`config.mk`:
```
export PLATFORM = sky130hd
export DESIGN_NAME = seven_seg_scan_ctrl
export DESIGN_NICKNAME = d
export VERILOG_FILES = /design/src/rtl/seven_seg_scan_ctrl.sv
export SDC_FILE = /design/constraint.sdc
export NUM_CORES = 1
export LEC_CHECK = 0
export CORE_MARGIN = 2
export CORE_UTILIZATION = 45
export DETAILED_ROUTE_END_ITERATION = 12
export SYNTH_ARGS = -nofsm -noshare
export SYNTH_HDL_FRONTEND = slang
export SYNTH_SLANG_ARGS = --single-unit
```
`constraint.sdc`:
```
create_clock -name clk -period 7.7 [get_ports clk]
set_clock_uncertainty 0.15 [all_clocks]
set_input_delay 1.54 -clock clk [delete_from_list [all_inputs] [get_ports clk]]
set_output_delay 1.54 -clock clk [all_outputs]
set_load 0.02 [all_outputs]
```
`src/rtl/seven_seg_scan_ctrl.sv`:
```
// seven_seg_scan_ctrl: time-multiplexed scan controller for common-anode 7-segment digits
// sharing one BCD decoder. Each digit slot is an ON phase followed by an all-off BLANK gap.
// New display words arrive over a valid/ready port and are applied only at frame boundaries.
// Optional build macro: SEG_LZ_BLANK_EN enables leading-zero suppression.
module seven_seg_scan_ctrl #(
    parameter int unsigned NUM_DIGITS   = 4,
    parameter int unsigned PRESCALE     = 100000,
    parameter int unsigned BLANK_CYCLES = 1000
) (
    input  logic                    clk,
    input  logic                    rst_n,
    input  logic                    enable,
    input  logic                    load_valid,
    output logic                    load_ready,
    input  logic [4*NUM_DIGITS-1:0] load_data,
    output logic [3:0]              bcd_out,
    output logic [NUM_DIGITS-1:0]   dig_an_n,
    output logic                    frame_start
);

    localparam int unsigned IdxW     = $clog2(NUM_DIGITS);
    localparam int unsigned CntW     = $clog2(PRESCALE);
    localparam int unsigned OnCycles = PRESCALE - BLANK_CYCLES;

    localparam logic [CntW-1:0] OnLast   = CntW'(OnCycles - 1);
    localparam logic [CntW-1:0] SlotLast = CntW'(PRESCALE - 1);
    localparam logic [IdxW-1:0] IdxLast  = IdxW'(NUM_DIGITS - 1);

    typedef enum logic [1:0] {StIdle, StOn, StBlank} state_e;

    state_e                  state_q, state_d;
    logic [IdxW-1:0]         idx_q, idx_d;
    logic [CntW-1:0]         cnt_q, cnt_d;
    logic [4*NUM_DIGITS-1:0] shadow_q, shadow_d;
    logic [4*NUM_DIGITS-1:0] pend_q, pend_d;
    logic                    pend_full_q, pend_full_d;
    logic                    load_ready_q, load_ready_d;
    logic [3:0]              bcd_q, bcd_d;
    logic [NUM_DIGITS-1:0]   an_q, an_d;
    logic                    fs_q, fs_d;

    logic                    enter_frame;
    logic [3:0]              nib;
    logic                    lz_ok;

    // Scan sequencing: slot counter runs 0..PRESCALE-1, ON first then BLANK.
    always_comb begin
        state_d = state_q;
        idx_d   = idx_q;
        cnt_d   = cnt_q;
        if (!enable) begin
            state_d = StIdle;
            idx_d   = '0;
            cnt_d   = '0;
        end else begin
            unique case (state_q)
                StIdle: begin
                    state_d = StOn;
                    idx_d   = '0;
                    cnt_d   = '0;
                end
                StOn: begin
                    cnt_d = cnt_q + 1'b1;
                    if (cnt_q == OnLast) begin
                        state_d = StBlank;
                    end
                end
                StBlank: begin
                    if (cnt_q == SlotLast) begin
                        state_d = StOn;
                        cnt_d   = '0;
                        idx_d   = (idx_q == IdxLast) ? '0 : idx_q + 1'b1;
                    end else begin
                        cnt_d = cnt_q + 1'b1;
                    end
                end
                default: begin
                    state_d = StIdle;
                    idx_d   = '0;
                    cnt_d   = '0;
                end
            endcase
        end
    end

    // Frame boundary: the edge that moves into ON for digit 0 from IDLE or BLANK.
    assign enter_frame = (state_d == StOn) && (idx_d == '0) && (state_q != StOn);

    // Load port: capture into pending, copy to shadow at a frame boundary or while idle,
    // and reopen the port one cycle after the copy.
    always_comb begin
        pend_d       = pend_q;
        pend_full_d  = pend_full_q;
        shadow_d     = shadow_q;
        load_ready_d = load_ready_q;
        if (load_valid && load_ready_q) begin
            pend_d       = load_data;
            pend_full_d  = 1'b1;
            load_ready_d = 1'b0;
        end else if (pend_full_q && (state_q == StIdle || enter_frame)) begin
            shadow_d    = pend_q;
            pend_full_d = 1'b0;
        end else if (!load_ready_q && !pend_full_q) begin
            load_ready_d = 1'b1;
        end
    end

    // Nibble for the digit being entered; decided from shadow_d so a fresh copy shows at once.
    assign nib = shadow_d[{idx_d, 2'b00} +: 4];

`ifdef SEG_LZ_BLANK_EN
    logic [IdxW-1:0] msd;

    // Highest nonzero digit; everything above it is dark, digit 0 always lit.
    always_comb begin
        msd = '0;
        for (int unsigned k = 0; k < NUM_DIGITS; k++) begin
            if (shadow_d[4*k +: 4] != 4'h0) begin
                msd = IdxW'(k);
            end
        end
        lz_ok = (idx_d <= msd);
    end
`else
    assign lz_ok = 1'b1;
`endif

    // Registered display outputs derived from the next state; bcd_out holds outside ON.
    always_comb begin
        bcd_d = bcd_q;
        an_d  = '1;
        fs_d  = enter_frame;
        if (state_d == StOn) begin
            bcd_d = nib;
            if (nib != 4'hF && lz_ok) begin
                an_d[idx_d] = 1'b0;
            end
        end
    end

    // All state and outputs, async active-low reset.
    always_ff @(posedge clk or negedge rst_n) begin
        if (!rst_n) begin
            state_q      <= StIdle;
            idx_q        <= '0;
            cnt_q        <= '0;
            shadow_q     <= '0;
            pend_q       <= '0;
            pend_full_q  <= 1'b0;
            load_ready_q <= 1'b1;
            bcd_q        <= '0;
            an_q         <= '1;
            fs_q         <= 1'b0;
        end else begin
            state_q      <= state_d;
            idx_q        <= idx_d;
            cnt_q        <= cnt_d;
            shadow_q     <= shadow_d;
            pend_q       <= pend_d;
            pend_full_q  <= pend_full_d;
            load_ready_q <= load_ready_d;
            bcd_q        <= bcd_d;
            an_q         <= an_d;
            fs_q         <= fs_d;
        end
    end

    assign load_ready  = load_ready_q;
    assign bcd_out     = bcd_q;
    assign dig_an_n    = an_q;
    assign frame_start = fs_q;

endmodule

```
# == Yosys cells after proc, flatten, opt, wreduce, memory -nomap -nowiden ==
# Cells that the tools add are included.
# totals
out_inout_bits,10
in_bits,20
elab_cells,61
reg_bits,64
# classes
n_reduce_logical,14
n_addsub,2
n_eq_ne,9
shifts,1
magnitude_cmp,2
bitwise_logic,1
n_mux,22
# op_table
cell,n
$eq 17x17->1 const B,2
$mux 17,2
$pmux 17 s2,1
$mux 16,2
$add 17x1->17 const B,1
$shiftx 16x5->4,1
$mux 2,6
$mux 4,2
$logic_and 1x1->1,6
$mux 1,6
$pmux 2 s3,1
$eq 2x1->1 const B,2
$eq 2x2->1 const B,2
$logic_not 2->1,2
$ne 4x4->1 const B,1
$not 4->4,1
$pmux 2 s2,1
$reduce_bool 2->1,2
$lt 2x3->1 const B,1
$add 2x1->2 const B,1
$demux 1 s2,1
$ge 2x1->1 const B,1
$logic_not 1->1,2
$ne 2x1->1 const B,1
3 further kinds,3

# == Longest topological paths before layout ==
# Gate-level depths: netlist of the first run.
# logic_depth
word_depth,16
mapped_depth,12
depth_no_buf,10

# == Least setup slack after synthesis of the first run ==
# No wires, ideal clock.
# synth_timing
path_kind,in2reg
start,input load_valid
end,"register an_q[1], in the netlist dig_an_n[1]"
slack_ps,4341
stages,8
arrival_ps,3122
setup_time_ps,87
t_required_ps,7463
path_buffers,0
cell_sequence,a21boi_1 -> nand2_1 -> a211oi_1 -> a22oi_1 -> a22oi_1 -> a22oi_1 -> o211ai_2 -> nand3_1
# synth_via
elab_chain_cells,6
# synth_lines
item,line,source
"start, declared",13,"input logic load_valid,"
$logic_and 1x1->1,96,if (load_valid && load_ready_q) begin
$mux 16,96,
$shiftx 16x5->4,109,"assign nib = shadow_d[{idx_d, 2'b00} +: 4];"
$ne 4x4->1,135,if (nib != 4'hF && lz_ok) begin
$mux 4,135,
$mux 4,133,if (state_d == StOn) begin
via an_d[1],39,"logic [NUM_DIGITS-1:0] an_q, an_d;"
"end signal, assigned",163,an_q <= an_d;
"end, declared",39,
# The timed path passes the listed nets, and every way through them passes these cells.
# A chain may end at the register's enable or synchronous reset.

# == Worst setup path after layout of the first run ==
# layout_timing
start,input load_valid
end,"register an_q[3], in the netlist dig_an_n[3]"
# Same word-level chain as after synthesis.

==> results.sh, run 1 <==
export IMPL_fp_dieH_um=90.8
export IMPL_drc=0
export IMPL_finalSetupViolations=0
export IMPL_dp_hpwl_mm=4.79
export IMPL_routed_wl_mm=6.83
export IMPL_root_buffer="clkbuf_8"
export IMPL_rows=31
export IMPL_power_density_nw_per_um2=271
export IMPL_synth_cells=306
export IMPL_chipWidth_um=90.8
export IMPL_required_ns=7.77
export IMPL_ys_flop_type="dfrtp_1"
export IMPL_die_area_um2=8250
export IMPL_h_tree_depth=3
export IMPL_clockBufferDepth=2
export IMPL_r2r_slack_ns=3.98
export IMPL_start_util_pct=46.5
export IMPL_final_cell_area_um2=3950
export IMPL_grt_max_degree=65
export IMPL_cts_buffers=9
export IMPL_yosysUniqueCellTypes=52
export IMPL_place_ws_ns=3.51
export IMPL_r2r_cells=9
export IMPL_start_kind="input pin"
export IMPL_yosys_register_bits=64
export IMPL_hold_viol_final=0
export IMPL_cts_resized=0
export IMPL_ios=30
export IMPL_ff_latch_area_um2=1610
export IMPL_fin_nets=365
export IMPL_placed_area_um2=3770
export IMPL_async_flop_share_pct=100
export IMPL_grt_pass1_wl_mm=12.0
export IMPL_cap_violations=0
export IMPL_p_total_mw=1.07
export IMPL_vias=2436
export IMPL_power_leakage_nw=1.64
export IMPL_yosys_warnings=0
export IMPL_port_buffers=29
export IMPL_multiInputGateArea_um2=1700
export IMPL_num_antenna_cells=0
export IMPL_clock_sinks=64
export IMPL_drive_above_1_share_pct=19.8
export IMPL_grt_overflow=0
export IMPL_totalNegativeSetupSlack_ns=0
export IMPL_maxSlewHeadroom_pct=21.8
export IMPL_irDropWorstVdd_mv=0.150
export IMPL_fin_crit_ns=3.84
export IMPL_crit_start="load_valid"
export IMPL_core_area_um2=7290
export IMPL_synth_top_area_cell="dfrtp_1"
export IMPL_rsz0062_at_grt="no"
export IMPL_path_class="input pin to register"
export IMPL_hold_buffers=0
export IMPL_hold_class="register to register"
export IMPL_layout_cells_most_common_list="dfrtp_1, nor2_1, clkdlybuf4s50_1"
export IMPL_fillers=669
export IMPL_synth_edff_count=0
export IMPL_worst_pin_slew_ns=1.16
export IMPL_arrival_ns=3.91
export IMPL_cp_max_fo=19
export IMPL_synth_area_top_cells="dfrtp_1, mux2_2, mux2_4, dfstp_2, nor2_1"
export IMPL_place_congestion=0.855
export IMPL_worstSetupEndpointType="register"
export IMPL_yosysSeqAreaShare_pct=47.4
export IMPL_groute_usage_overall_pct=18.2
export IMPL_fin_crit_sh_pct=49.9
export IMPL_endpoint="dig_an_n[3]"
export IMPL_rr_startpoint="state_q[1]"
export IMPL_avgSynthCellArea_um2=11.1
export IMPL_first_iter_violations=182
export IMPL_syn_cell_area_um2=3390
export IMPL_cts_tree="built"
export IMPL_grt_pass1_vias=2462
export IMPL_dr_pass1_iters=4
export IMPL_max_freq_mhz=261
export IMPL_wl_per_cell_um=15.4
export IMPL_status="complete, no violations"
export IMPL_postRouteAntennaNets=0
export IMPL_fin_ws_ns=3.86
export IMPL_synth_top_area_share_pct=43.5
export IMPL_area_growth_syn_to_layout_pct=16.3
export IMPL_grt_antenna_before_repair=0
export IMPL_synth_fp_nets=332
export IMPL_via_per_inst=5.50
export IMPL_worstSkewPairLatency_ns=0.33
export IMPL_slew_viol_final=0
export IMPL_r2r_end="shadow_q[4]"
export IMPL_post_cts_buffers=0
export IMPL_clkTransAtPathRegs_ns=0.07
export IMPL_layout_commonest_cell="dfrtp_1"
[synth_stat cells (8+ instances only)]
cell type	n
nand2_1	22
nand3_1	16
mux2_4	10
a22oi_1	8
xor2_1	8
nor2_1	29
mux2_2	23
o21ai_0	10
and3_1	10
a21oi_1	8
dfrtp_1	59
inv_1	8
[sequential cells by signal (all words and copies together) (netlist names)]
signal and cells:
cnt_q 17, pend_q 16, shadow_q 16, bcd_out 4, dig_an_n 4, idx_q 2, state_q 2, frame_start 1
load_ready 1, pend_full_q 1
[through the flow]
step,std cells,hold WS [ns],util [%]
2_1_floorplan,306,0.298,-
3_3_place_gp,427,0.320,51.7
3_5_place_dp,427,0.329,51.7
4_1_cts,443,0.339,54.1
5_1_grt,443,0.377,54.1
6_report,443,0.336,54.1
[cells by family after synthesis]
| kind of cell | share of synthesized area [%] |
|---|---|
| AND/OR/NAND/NOR | 17.6 |
| flip-flops | 47.4 |
| AO/OA/AOI/OAI | 12.4 |
| multiplexers | 14.5 |
| buffers and inverters | 2.51 |
| XOR/XNOR | 3.36 |
| adder cells (fa/ha/maj) | 2.21 |
[final cells by class]
type,instances,share of cell area (%)
Sequential cell,64,40.8
Clock inverter,3,0.476
Timing Repair Buffer,32,7.80
Clock buffer,13,4.03
Tap cell,99,3.14
Multi-Input combinational cell,224,43.0
Inverter,8,0.761
[worst min path at each step]
stage | from | to | cells past startpoint
final | cnt_q[0] | cnt_q[0] | 1
after global routing | cnt_q[0] | cnt_q[0] | 1
after CTS | cnt_q[0] | cnt_q[0] | 1
after detailed placement | cnt_q[0] | cnt_q[0] | 1
after global placement | cnt_q[0] | cnt_q[0] | 1
after floorplan | cnt_q[0] | cnt_q[0] | 1
[per-layer routing]
| layer | global-route usage, % | share of wire [%] |
|---|---|---|
| met1 | 25.7 | 52 |
| met2 | 26.6 | 44 |
| met3 | 4.76 | 3.0 |
| met4 | 7.83 | 1.4 |
| met5 | 0 | 0 |
[worst max-delay path, cell delays in order]
cell,delay (ns)
clkdlybuf4s50_1,0.43
a21boi_1,0.15
buf_4,0.25
nand2_1,0.27
a211oi_1,0.34
a22oi_1,0.10
a32oi_1,0.32
a22oi_1,0.15
o211ai_2,0.24
nand3_1,0.10
[report_power, final]
| part | internal (mW) | switching (mW) |
|---|---|---|
| Sequential | 0.429 | 0.0656 |
| Clock | 0.134 | 0.123 |
| Combinational | 0.172 | 0.145 |
| Total | 0.735 | 0.333 |
No activity file was read; power rests on OpenSTA's default activity.
==> inputs of run 2 (changes only) <==
==> constraint.sdc (replaced) <==
create_clock -name clk -period 3.7 [get_ports clk]
set_clock_uncertainty 0.15 [all_clocks]
set_input_delay 0.74 -clock clk [delete_from_list [all_inputs] [get_ports clk]]
set_output_delay 0.74 -clock clk [all_outputs]
set_load 0.02 [all_outputs]
==> results.sh, run 2 (synthesis gave the netlist of run 1 again) <==
export IMPL_dp_hpwl_mm=4.98
export IMPL_p_comb_share_pct=28.9
export IMPL_arrival_ns=3.26
export IMPL_root_buffer="clkbuf_8"
export IMPL_num_antenna_cells=0
export IMPL_start_kind="register"
export IMPL_cts_buffers=9
export IMPL_maxSlewHeadroom_pct=46.0
export IMPL_port_buffers=29
export IMPL_top_register="cnt_q"
export IMPL_worstSetupEndpointType="register"
export IMPL_cap_violations=0
export IMPL_die_area_um2=8250
export IMPL_layout_cells_non_filler=446
export IMPL_seqPwrFrac_pct=44.8
export IMPL_layout_commonest_cell="dfrtp_1"
export IMPL_placed_cells_incl_taps=430
export IMPL_clockBufferDepth=2
export IMPL_fin_nets=368
export IMPL_start_util_pct=46.5
export IMPL_swShare_pct=31.3
export IMPL_worst_pin_slew_ns=0.810
export IMPL_slew_viol_final=0
export IMPL_vias=2483
export IMPL_grt_max_degree=65
export IMPL_clock_sinks=64
export IMPL_fin_crit_ns=3.17
export IMPL_via_per_inst=5.57
export IMPL_rsz0062_at_grt="no"
export IMPL_chipWidth_um=90.8
export IMPL_core_area_um2=7290
export IMPL_drive_above_1_share_pct=20.7
export IMPL_grt_pass1_vias=2461
export IMPL_cp_max_fo=16
export IMPL_power_density_nw_per_um2=577
export IMPL_pwr_share_clk_pct=26.3
export IMPL_grt_pass1_wl_mm=12.5
export IMPL_wl_per_cell_um=16.4
export IMPL_power_switching_uw=721
export IMPL_final_cell_area_um2=3990
export IMPL_place_congestion=0.816
export IMPL_largest_reg_flops=17
export IMPL_irDropWorstVdd_mv=0.350
export IMPL_fin_crit_sh_pct=85.8
export IMPL_clkTransAtPathRegs_ns=0.07
export IMPL_routed_wl_mm=7.31
export IMPL_hold_buffers=0
export IMPL_drc=0
export IMPL_final_core_util_pct=54.7
export IMPL_cts_tree="built"
export IMPL_cts_resized=0
export IMPL_grt_overflow=0
export IMPL_fp_dieH_um=90.8
export IMPL_hold_class="register to register"
export IMPL_totalNegativeSetupSlack_ns=0
export IMPL_postRouteAntennaNets=0
export IMPL_top_regs="cnt_q x17, pend_q x16, shadow_q x16"
export IMPL_p_total_mw=2.30
export IMPL_fin_ws_ns=0.525
export IMPL_post_cts_buffers=0
export IMPL_placed_area_um2=3790
export IMPL_max_freq_mhz=315
export IMPL_grt_antenna_before_repair=0
export IMPL_area_growth_syn_to_layout_pct=17.6
export IMPL_place_ws_ns=0.553
export IMPL_status="complete, no violations"
export IMPL_ios=30
export IMPL_path_class="register to register"
export IMPL_first_iter_violations=178
export IMPL_whs_ns=0.336
export IMPL_hold_viol_final=0
export IMPL_h_tree_depth=3
export IMPL_required_ns=3.78
export IMPL_finalSetupViolations=0
export IMPL_p_int_mw=1.58
export IMPL_rows=31
export IMPL_power_leakage_nw=1.66
export IMPL_layout_cells_most_common_list="dfrtp_1, nor2_1, clkdlybuf4s50_1"
export IMPL_groute_usage_overall_pct=19.1
export IMPL_dr_pass1_iters=4
export IMPL_worstSkewPairLatency_ns=0.35
==> run 2: layout make-up <==
type,count,area [µm²]
clock buffer,11,141
clock inverter,5,56.3
fill,666,3300
inverter,8,30.0
multi-input combinational,224,1700
sequential,64,1610
tap,99,124
timing repair buffer,35,330
==> run 2: power by group through the flow <==
stage                     sequential, mW  clock (mW)  combinational, mW
final                               1.03       0.605              0.666
after global routing                1.05       0.653              0.733
after CTS                           1.03       0.620              0.670
after detailed placement            1.04           0              0.666
after global placement              1.04           0              0.654
after floorplan                     1.03           0              0.446
==> run 2: worst paths after layout <==
kind	from	end	slack (ns)	depth (start not counted)
hold reg to reg	cnt_q[0]	cnt_q[0]	0.34	1
hold / removal	cnt_q[0]	cnt_q[0]	0.34	1
setup reg to reg	state_q[0]	shadow_q[8]	0.53	10
setup / recovery	state_q[0]	shadow_q[8]	0.53	10
min in group asynchronous	rst_n	cnt_q[15]	0.40	2
max in group asynchronous	rst_n	idx_q[0]	2.45	2
==> run 2: metal layers <==
metal | track usage, % | share of wire [%] | up-vias
met1 | 27.3 | 49 | 1213
met5 | 0 | 0 | -
met3 | 4.67 | 4.5 | 9
li1 | - | - | 1200
met4 | 7.45 | 1.5 | 0
met2 | 27.9 | 45 | 61
==> run 2: critical path: stages (launching register included) <==
cell and delay, ns:
dfrtp_1 0.47, inv_1 0.14, ha_1 0.38, nor3b_1 0.24, a21oi_1 0.09, mux2i_4 0.30
nor2_1 0.09, nor2_2 0.16, nor2_2 0.09, o21ai_4 0.55, mux2_2 0.42
==> inputs of run 3 (changes only) <==
--- a/config.mk
+++ b/config.mk
@@ -5,9 +5,10 @@
 export SDC_FILE = /design/constraint.sdc
 export NUM_CORES = 1
 export LEC_CHECK = 0
-export CORE_MARGIN = 2
+export CORE_MARGIN = 10
 export CORE_UTILIZATION = 45
 export DETAILED_ROUTE_END_ITERATION = 12
+export SKIP_CTS_REPAIR_TIMING = 1
 export SYNTH_ARGS = -nofsm -noshare
 export SYNTH_HDL_FRONTEND = slang
 export SYNTH_SLANG_ARGS = --single-unit
==> results.sh, run 3 (synthesis gave the netlist of run 1 again) <==
export IMPL_dp_hpwl_mm=5.16
export IMPL_place_congestion=0.839
export IMPL_vias=2447
export IMPL_holdCritStartpoint="cnt_q[0]"
export IMPL_first_iter_violations=147
export IMPL_area_growth_syn_to_layout_pct=16.9
export IMPL_path_class="register to register"
export IMPL_finalSetupViolations=0
export IMPL_h_tree_depth=3
export IMPL_cp_max_fo=16
export IMPL_seqPwrFrac_pct=46.7
export IMPL_clkTransAtPathRegs_ns=0.07
export IMPL_r2r_cells=9
export IMPL_largest_reg_flops=17
export IMPL_via_per_inst=5.47
export IMPL_swShare_pct=31.4
export IMPL_status="complete, no violations"
export IMPL_irDropWorstVdd_mv=0.307
export IMPL_fin_crit_sh_pct=84.9
export IMPL_slew_viol_final=0
export IMPL_pwr_share_clk_pct=23.3
export IMPL_placed_area_um2=3800
export IMPL_groute_usage_overall_pct=13.4
export IMPL_fin_crit_ns=3.14
export IMPL_top_regs="cnt_q x17, pend_q x16, shadow_q x16"
export IMPL_start_kind="register"
export IMPL_ios=30
export IMPL_core_area_um2=7290
export IMPL_totalNegativeSetupSlack_ns=0
export IMPL_power_leakage_nw=1.65
export IMPL_layout_cells_most_common_list="dfrtp_1, nor2_1, clkdlybuf4s50_1"
export IMPL_rr_startpoint="state_q[1]"
export IMPL_worst_pin_slew_ns=0.973
export IMPL_rows=31
export IMPL_required_ns=3.77
export IMPL_root_buffer="clkbuf_8"
export IMPL_wl_per_cell_um=16.0
export IMPL_crit_start="state_q[1]"
export IMPL_rsz0062_at_grt="no"
export IMPL_power_density_nw_per_um2=556
export IMPL_p_comb_share_pct=30.1
export IMPL_grt_pass1_vias=2508
export IMPL_port_buffers=29
export IMPL_grt_max_degree=45
export IMPL_layout_commonest_cell="dfrtp_1"
export IMPL_chipWidth_um=107
export IMPL_worstSetupEndpointType="register"
export IMPL_postRouteAntennaNets=0
export IMPL_hold_viol_final=0
export IMPL_endpoint="shadow_q[13]"
export IMPL_fp_dieH_um=107
export IMPL_power_switching_uw=692
export IMPL_num_antenna_cells=0
export IMPL_routed_wl_mm=7.14
export IMPL_die_area_um2=11400
export IMPL_r2r_end="shadow_q[13]"
export IMPL_final_cell_area_um2=3970
export IMPL_clockBufferDepth=2
export IMPL_drc=0
export IMPL_arrival_ns=3.21
export IMPL_p_int_mw=1.51
export IMPL_grt_overflow=0
export IMPL_clock_sinks=64
export IMPL_drive_above_1_share_pct=20.7
export IMPL_cts_tree="built"
export IMPL_worstSkewPairLatency_ns=0.34
export IMPL_maxSlewHeadroom_pct=35.1
export IMPL_cts_buffers=9
export IMPL_top_register="cnt_q"
export IMPL_grt_pass1_wl_mm=12.4
export IMPL_start_util_pct=46.5
export IMPL_max_freq_mhz=318
export IMPL_holdPathStages=1
export IMPL_r2r_slack_ns=0.56
export IMPL_hold_class="register to register"
export IMPL_cap_violations=0
export IMPL_dr_pass1_iters=4
export IMPL_grt_antenna_before_repair=0
export IMPL_fin_nets=369
run 3: changes by cell type in the layout (fill, tap and decap cells not counted):
cell | before | now
bufinv_16 | 1 | 0
clkinv_4 | 1 | 0
clkinv_2 | 2 | 3
buf_4 | 6 | 7
clkbuf_1 | 1 | 2
run 3: final cells by class:
type,instances,area (µm²)
fill,683,3330
sequential,64,1610
tap,99,124
clock buffer,12,145
multi-input combinational,224,1700
inverter,8,30.0
clock inverter,4,22.5
timing repair buffer,36,338
run 3: critical path, cell delays in order (launching register included):
cell	delay (ns)
dfrtp_1	0.44
inv_1	0.19
ha_1	0.45
o21ai_0	0.21
mux2i_4	0.30
nor2_1	0.09
nor2_2	0.16
nor2_2	0.09
o21ai_4	0.53
mux2_2	0.40
run 3: power by group through the flow:
stage	sequential (mW)	clock (mW)	combinational, mW
finish	1.03	0.513	0.662
global route	1.05	0.568	0.732
CTS	1.03	0.539	0.669
global placement	1.04	0	0.659
floorplan	1.03	0	0.446
detailed placement	1.04	0	0.666
run 3: worst min path at each step:
stage            endpoint  slack (ns)
2_1_floorplan  bcd_out[0]        0.29
3_3_place_gp     cnt_q[0]        0.33
3_5_place_dp     cnt_q[0]        0.32
4_1_cts          cnt_q[0]        0.33
5_1_grt        bcd_out[3]        0.36
6_report         cnt_q[0]        0.33
run 3: through the flow:
stage                     util [%]  std cells  hold slack (ns)  total power [mW]  setup slack (ns)
after floorplan                  -        306            0.294              1.48             0.938
after global placement        52.1        431            0.327              1.70             0.578
after detailed placement      52.1        431            0.325              1.71             0.570
after CTS                     54.4        447            0.335              2.24             0.563
after global routing          54.4        447            0.359              2.35             0.312
final                         54.4        447            0.335              2.20             0.558
run 3: routing by layer:
layer  track usage (%)  wire, µm
met4              5.13        66
met5                 0         0
met3              4.61       327
met1              17.9      3590
met2              19.5      3160
